## config.mk

```make
export PLATFORM = sky130hd
export DESIGN_NAME = spi_write_target
export DESIGN_NICKNAME = d
export VERILOG_FILES = /design/src/rtl/spi_write_target.sv
export SDC_FILE = /design/constraint.sdc
export NUM_CORES = 1
export LEC_CHECK = 0
export ABC_AREA = 1
export BUFFER_PORTS_ARGS = -buffer_cell sky130_fd_sc_hd__buf_4
export CELL_PAD_IN_SITES_DETAIL_PLACEMENT = 0
export CELL_PAD_IN_SITES_GLOBAL_PLACEMENT = 2
export CORE_MARGIN = 3
export CORE_UTILIZATION = 39
export DETAILED_ROUTE_END_ITERATION = 7
export PLACE_DENSITY = 0.81
export REMOVE_ABC_BUFFERS = 1
export SLEW_MARGIN = 20
export SYNTH_ARGS = -nofsm -noshare
export SYNTH_HDL_FRONTEND = slang
export SYNTH_SLANG_ARGS = --single-unit
```

## constraint.sdc

```tcl
create_clock -name clk -period 4.9 [get_ports clk]
set_input_delay 0.49 -clock clk [delete_from_list [all_inputs] [get_ports clk]]
set_output_delay 0.49 -clock clk [all_outputs]
set_load 0.01 [all_outputs]
```

## src/rtl/spi_write_target.sv

```systemverilog
// SPI mode-0 write target: oversamples SCK/CS_N/MOSI in the clk domain and turns
// command/address/data frames into single-cycle register-write strobes.
//
// state  | meaning
// IDLE   | no frame in progress, waiting for a CS_N fall
// CMD    | receiving the command byte
// ADDR   | receiving the start address byte
// DATA   | receiving data bytes, one write strobe per byte
// IGNORE | frame with an unknown command, discard until CS_N rises
module spi_write_target #(
    parameter int unsigned ADDR_W    = 8,
    parameter logic [7:0]  CMD_WRITE = 8'h02
) (
    input  logic              clk,
    input  logic              reset,
    input  logic              spi_sclk,
    input  logic              spi_cs_n,
    input  logic              spi_mosi,
    output logic              spi_miso,
    output logic              wr_en,
    output logic [ADDR_W-1:0] wr_addr,
    output logic [7:0]        wr_data,
    output logic              busy,
    output logic              err_cmd
);

    typedef enum logic [2:0] {
        IDLE,
        CMD,
        ADDR,
        DATA,
        IGNORE
    } state_t;

    state_t state_q, state_d;

    logic sclk_s1, sclk_s2, sclk_s3;
    logic cs_s1, cs_s2, cs_s3;
    logic mosi_s1, mosi_s2, mosi_s3;
    logic sck_rise_q, sck_fall_q, cs_rise_q, cs_fall_q;
    logic [1:0] settle_cnt;
    logic cs_armed;

    logic [7:0]        shift_q;
    logic [7:0]        tx_q;
    logic [2:0]        bit_cnt;
    logic [ADDR_W-1:0] addr_q;
    logic [7:0]        rx_byte;
    logic              byte_done;

    logic clr_bits, clr_err, set_err, load_addr, do_write;

    // Edge pulses are registered so every detection lands 3 clk after the pin
    // edge; mosi_s3 keeps the data bit aligned with the SCK rise pulse.
    always_ff @(posedge clk or posedge reset) begin
        if (reset) begin
            sclk_s1    <= 1'b0;
            sclk_s2    <= 1'b0;
            sclk_s3    <= 1'b0;
            cs_s1      <= 1'b1;
            cs_s2      <= 1'b1;
            cs_s3      <= 1'b1;
            mosi_s1    <= 1'b0;
            mosi_s2    <= 1'b0;
            mosi_s3    <= 1'b0;
            sck_rise_q <= 1'b0;
            sck_fall_q <= 1'b0;
            cs_rise_q  <= 1'b0;
            cs_fall_q  <= 1'b0;
            settle_cnt <= 2'd3;
            cs_armed   <= 1'b0;
        end else begin
            sclk_s1    <= spi_sclk;
            sclk_s2    <= sclk_s1;
            sclk_s3    <= sclk_s2;
            cs_s1      <= spi_cs_n;
            cs_s2      <= cs_s1;
            cs_s3      <= cs_s2;
            mosi_s1    <= spi_mosi;
            mosi_s2    <= mosi_s1;
            mosi_s3    <= mosi_s2;
            sck_rise_q <= sclk_s2 & ~sclk_s3;
            sck_fall_q <= ~sclk_s2 & sclk_s3;
            cs_rise_q  <= cs_s2 & ~cs_s3;
            cs_fall_q  <= cs_armed & ~cs_s2 & cs_s3;
            // A CS_N fall only counts once CS_N has been seen high after the
            // synchroniser flushed its reset value; a frame already in flight at
            // reset release is therefore skipped.
            if (settle_cnt != 2'd0) begin
                settle_cnt <= settle_cnt - 2'd1;
            end else if (cs_s3) begin
                cs_armed <= 1'b1;
            end
        end
    end

    assign rx_byte   = {shift_q[6:0], mosi_s3};
    assign byte_done = sck_rise_q && (state_q != IDLE) && (bit_cnt == 3'd7);

    always_ff @(posedge clk or posedge reset) begin
        if (reset) begin
            state_q <= IDLE;
        end else begin
            state_q <= state_d;
        end
    end

    always_comb begin
        state_d   = state_q;
        clr_bits  = 1'b0;
        clr_err   = 1'b0;
        set_err   = 1'b0;
        load_addr = 1'b0;
        do_write  = 1'b0;
        if (cs_rise_q) begin
            state_d = IDLE;
        end else begin
            case (state_q)
                IDLE: begin
                    if (cs_fall_q) begin
                        state_d  = CMD;
                        clr_bits = 1'b1;
                        clr_err  = 1'b1;
                    end
                end
                CMD: begin
                    if (byte_done) begin
                        if (rx_byte == CMD_WRITE) begin
                            state_d = ADDR;
                        end else begin
                            state_d = IGNORE;
                            set_err = 1'b1;
                        end
                    end
                end
                ADDR: begin
                    if (byte_done) begin
                        load_addr = 1'b1;
                        state_d   = DATA;
                    end
                end
                DATA: begin
                    if (byte_done) begin
                        do_write = 1'b1;
                    end
                end
                IGNORE: begin
                    state_d = IGNORE;
                end
                default: begin
                    state_d = IDLE;
                end
            endcase
        end
    end

    always_ff @(posedge clk or posedge reset) begin
        if (reset) begin
            shift_q <= 8'h00;
            bit_cnt <= 3'd0;
        end else if (clr_bits) begin
            shift_q <= 8'h00;
            bit_cnt <= 3'd0;
        end else if (sck_rise_q && (state_q != IDLE)) begin
            shift_q <= rx_byte;
            bit_cnt <= bit_cnt + 3'd1;
        end
    end

    // The fall right after the 8th rise must not shift, otherwise the freshly
    // loaded MSB would be gone before the initiator samples it.
    always_ff @(posedge clk or posedge reset) begin
        if (reset) begin
            tx_q <= 8'h00;
        end else if (clr_bits) begin
            tx_q <= 8'h00;
        end else if (byte_done && !cs_rise_q) begin
            tx_q <= rx_byte;
        end else if (sck_fall_q && (state_q != IDLE) && (bit_cnt != 3'd0)) begin
            tx_q <= {tx_q[6:0], 1'b0};
        end
    end

    always_ff @(posedge clk or posedge reset) begin
        if (reset) begin
            addr_q  <= '0;
            wr_en   <= 1'b0;
            wr_addr <= '0;
            wr_data <= 8'h00;
        end else begin
            wr_en <= 1'b0;
            if (load_addr) begin
                addr_q <= rx_byte[ADDR_W-1:0];
            end
            if (do_write) begin
                wr_en   <= 1'b1;
                wr_addr <= addr_q;
                wr_data <= rx_byte;
                addr_q  <= addr_q + 1'b1;
            end
        end
    end

    always_ff @(posedge clk or posedge reset) begin
        if (reset) begin
            err_cmd <= 1'b0;
        end else if (clr_err) begin
            err_cmd <= 1'b0;
        end else if (set_err) begin
            err_cmd <= 1'b1;
        end
    end

    assign busy     = (state_q != IDLE);
    assign spi_miso = busy & tx_q[7];

endmodule

```

# Yosys cells after proc, flatten, opt, wreduce, memory -nomap -nowiden
# Index checks and enable logic that the tools add are counted.
[totals]
register_bits = 63
inputBits = 5
output_inout_bits = 20
wordCells = 94
[op_classes]
addsub = 3
n_eq_ne = 10
mux = 30
bitwise = 11
reduce_logical = 16
[ops]
columns = ["cell", "count"]
rows = [
  ["2-to-1 mux 8 bit", 5],
  ["2-to-1 mux 3 bit", 7],
  ["2-to-1 mux 1 bit", 15],
  ["case mux 3 bit (5 select lines)", 1],
  ["2-to-1 mux 7 bit", 2],
  ["inequality test 3 bit (second input constant)", 3],
  ["nonzero test 3 bit", 3],
  ["adder 8 x 1 -> 8 bit (second input constant)", 1],
  ["equality test 8 x 2 -> 1 bit (second input constant)", 1],
  ["nonzero test 2 bit", 4],
  ["AND 1 bit", 6],
  ["equality test 3 x 2 -> 1 bit (second input constant)", 2],
  ["equality test 3 bit (second input constant)", 2],
  ["logical AND 1 bit", 5],
  ["NOT 1 bit", 5],
  ["AND reduction 4 bit", 1],
  ["adder 3 x 1 -> 3 bit (second input constant)", 1],
  ["equality test 3 x 1 -> 1 bit (second input constant)", 1],
  ["logical NOT 3 bit", 1],
  ["inequality test 2 bit (second input constant)", 1],
  ["AND reduction 2 bit", 1],
  ["subtractor 2 x 1 -> 2 bit (second input constant)", 1],
  ["logical NOT 1 bit", 1],
]

# Depth between registers and ports, before layout
[depth]
word_depth = 8
depth_mapped = 9

# Least setup slack after synthesis
# No wires, ideal clock.
[synth_timing]
path_type = "flip-flop to flip-flop"
startpoint = "reg bit_cnt[0]"
endpoint = "reg err_cmd"
arrival_time_ns = 1.344
required_ns = 4.772
slack_ns = 3.428
stages_incl_launch_ff = 8
path_buffers = 1
period_less_slack_ns = 1.472
path_cell_list = "dfrtp_1 -> ha_1 -> ha_1 -> nand4_4 -> buf_2 -> nor2_1 -> nor2_1 -> nor2_1"
[synth_between]
elab_chain_cells = 6
[synth_lines]
columns = ["item", "line_no", "source"]
rows = [
  ["start, declared", "46", "logic [2:0] bit_cnt;"],
  ["start signal, assigned", "166", "bit_cnt <= bit_cnt + 3'd1;"],
  ["equality test 3 bit", "98", "assign byte_done = sck_rise_q && (state_q != IDLE) && (bit_cnt == 3'd7);"],
  ["logical AND 1 bit", "98", ""],
  ["2-to-1 mux 1 bit", "127", "if (byte_done) begin"],
  ["2-to-1 mux 1 bit", "118", "case (state_q)"],
  ["2-to-1 mux 1 bit", "115", "if (cs_rise_q) begin"],
  ["nonzero test 2 bit (no source line)", "--", ""],
  ["end signal, assigned", "206", "err_cmd <= 1'b0;"],
  ["end signal, assigned", "208", "err_cmd <= 1'b0;"],
  ["end signal, assigned", "210", "err_cmd <= 1'b1;"],
  ["end, declared", "24", "output logic err_cmd"],
]
# No other way between the ends.
# A chain may end at the register's enable or synchronous reset.

# Worst setup path in the final report
[layout_timing]
startpoint = "reg state_q[0]"
endpoint = "out spi_miso"
[layout_between]
elab_chain_cells = 2
[layout_lines]
columns = ["item", "line_no", "source"]
rows = [
  ["start, declared", "35", "state_t state_q, state_d;"],
  ["start signal, assigned", "104", "state_q <= state_d;"],
  ["nonzero test 3 bit", "214", "assign busy = (state_q != IDLE);"],
  ["AND 1 bit", "215", "assign spi_miso = busy & tx_q[7];"],
  ["end, declared", "19", "output logic spi_miso,"],
]
# No other way between the ends.

==> impl_metrics.csv <==
group,metric,value,unit
worst_setup_path,worstReg2RegEnd,"tx_q[7]",
routing,drt_wl_total,5.86,mm
synth,synth_area_per_cell,8.95,um2
finish,fin_nets,361,
global_routing,grt_use_total,15.7,%
pwr,p_leak,1.67,nW
finish,final_cell_mix,"nand2_1 (101), dfrtp_1 (58), nand3_1 (37), o21ai_1 (27), inv_1 (26)",
worst_setup_path,start_kind,"flop",
finish,finalInstanceArea,0.00336,mm2
finish,diodes,0,
floorplanning,core_area,0.00698,mm2
placement,dp_hpwl,4.06,mm
floorplanning,die_area,0.00843,mm2
cts,hold_buffers,0,
timing,post-route-min-period,1.88,ns
timing,max_freq,0.533,GHz
timing,rsz0062_at_grt,"no",
timing,min_period_over_period,38.3,%
routing,drt-pass1-iter-count,4,
finish,seq_area,0.00158,mm2
cts,clockRootBuffer,"clkbuf_8",
min_path,holdPathStages,1,
global_routing,grt_pass1_wl,10.3,mm
global_routing,grt_antenna_before_repair,0,
cts,numCtsBuffers,9,
min_path,worstHoldStart,"spi_cs_n",
worst_setup_path,r2r_start,"bit_cnt[0]",
finish,area_growth,16.8,%
timing,report.final.slew_viol_count,0,
global_routing,grt_max_degree,64,
cts,clock_path_buffers,2,
routing,num_vias,2113,
floorplanning,num_rows,30,
timing,worst_slew_pin_slew,0.786,ns
cts,htreeDepth,3,
worst_setup_path,crit_arrival,1.39,ns
worst_setup_path,path_max_fanout,8,
placement,io_buffers,24,
finish,multi_input_area,0.00112,mm2
pwr,power,1.48,mW
worst_setup_path,critPathCaptureType,"primary output",
cts,cts_tree,"yes",
timing,tns,0,ns
synth,yosys_warnings,0,
worst_setup_path,path_class,"flop to primary output",
placement,pre_cts_ws,3.00,ns
global_routing,grt_pass1_vias,2073,
floorplanning,start_util,41.1,%
routing,drc,0,
status,status,"completed",
placement,place.gp.congestion,0.803,
finish,layout_commonest_cell,"nand2_1",
finish,n_fill_cell,708,
min_path,hold_end,"cs_s1",
finish,drive_gt1_share,18.5,%
timing,skew,0.00638,ns
finish,utilization,48.1,%
floorplanning,fp.dieW,91.8,um
worst_setup_path,reg2reg_depth,6,
worst_setup_path,r2r_slack,3.03,ns
cts,cts_sinks,63,
floorplanning,die_h,91.8,um
synth,synthCells,321,
job,cap_violations,0,
cts,post_cts_buffers,0,
timing,hold_viol,0,
routing,vias_per_cell,4.67,
cts,cts_resized,0,
timing,setup_viol,0,
global_routing,overflow,0,
cts,clk_pin_slew,0.06,ns
routing,detail-route-antenna-nets,0,
floorplanning,num_io_pins,25,
synth,ys_seq_area_share,55.1,%
pwr,p_per_area,441,mW/mm2
cts,clock_latency,0.33,ns
routing,wl_per_cell,13.0,um
synth,ys_ff_latch,63,
min_path,hp-class,"input port to flop",
routing,drt_first_iter_violations,55,
pwr,vdd_drop_max,0.220,mV
timing,slew_headroom,47.6,%
synth,ys_types,28,
placement,placed_area,0.00313,mm2
synth,netlist_area,0.00287,mm2
worst_setup_path,required,4.41,ns
timing,layout_setup_ws,3.02,ns
-- critical path, cell delays in order, from the launching register on --
cell and delay (ns):
dfrtp_1 0.48, nor2_4 0.22, nand2_8 0.10, inv_1 0.09, nor2_1 0.04, buf_4 0.13
-- through the flow --
stage | hold slack, ns | cells
after floorplan | 0.331 | 315
after global placement | 0.334 | 436
after detailed placement | 0.339 | 436
after CTS | 0.241 | 452
after global routing | 0.238 | 452
final | 0.263 | 452
-- cells in the mapped netlist --
library cell  count  area [um2]
a21oi_1           2        10.0
nor2_4            2        22.5
nand2_2           2        12.5
inv_1            27         101
nand3_4           2        35.0
nand3_2           1        10.0
ha_1              5        62.6
nand4_1           2        12.5
nor2_2            2        12.5
nand3b_1          1        7.51
a21oi_2           3        26.3
nor2_1           21        78.8
o21ai_0           2        10.0
a21o_1            1        7.51
o21ai_1          27         135
buf_6             3        33.8
nand2_8           1        20.0
nor3_1            2        10.0
nand4_4           1        21.3
xnor2_1           3        26.3
nor3_4            1        16.3
buf_2             3        15.0
inv_2             5        18.8
dfrtp_1          58        1450
nor2_8            1        20.0
nand3_1          37         185
nand2_1         101         379
dfstp_2           5         131
-- sequential cells by signal, indices dropped and copies added (netlist names), 2 cells and up --
register,count
shift_q,7
bit_cnt,3
wr_addr,8
settle_cnt,2
wr_data,8
addr_q,8
tx_q,8
state_q,3
-- worst max-delay path by stage --
stage	start	to	cells past startpoint
after floorplan	reset	addr_q[0]	1
after global placement	bit_cnt[0]	tx_q[1]	6
after detailed placement	bit_cnt[0]	tx_q[7]	6
after CTS	state_q[0]	spi_miso	5
after global routing	bit_cnt[0]	tx_q[2]	6
final	state_q[0]	spi_miso	5
-- power by group --
part	switching [mW]	internal [mW]
sequential	0.0546	0.572
clock	0.190	0.314
combinational	0.241	0.108
total	0.486	0.994
-- layer usage --
layer  track usage (%)  routed length [um]  up-vias
met5                 0                   0        -
met3              3.12                 193       10
met2              23.4                2660       32
met1              21.8                2890      975
met4              7.80                 106        0
li1                  -                   -     1096
-- cells by family after synthesis --
group                      synth area share [%]
xor gates and xnor gates                  0.915
and+or+nand+nor                            29.4
DFF                                        55.1
AOI/OAI and AO/OA                          6.58
buffers and inverters                      5.88
adders and majority gates                  2.18
-- cell type report --
class / count / area share (%)
repair buffers: 25 / 5.59
flip-flops and latches: 63 / 47.2
multi-input cells: 220 / 33.4
well taps: 96 / 3.58
clock inverters: 3 / 1.94
inverters: 32 / 3.58
clock buffers: 13 / 4.74
(Power assumes the default switching activity.)
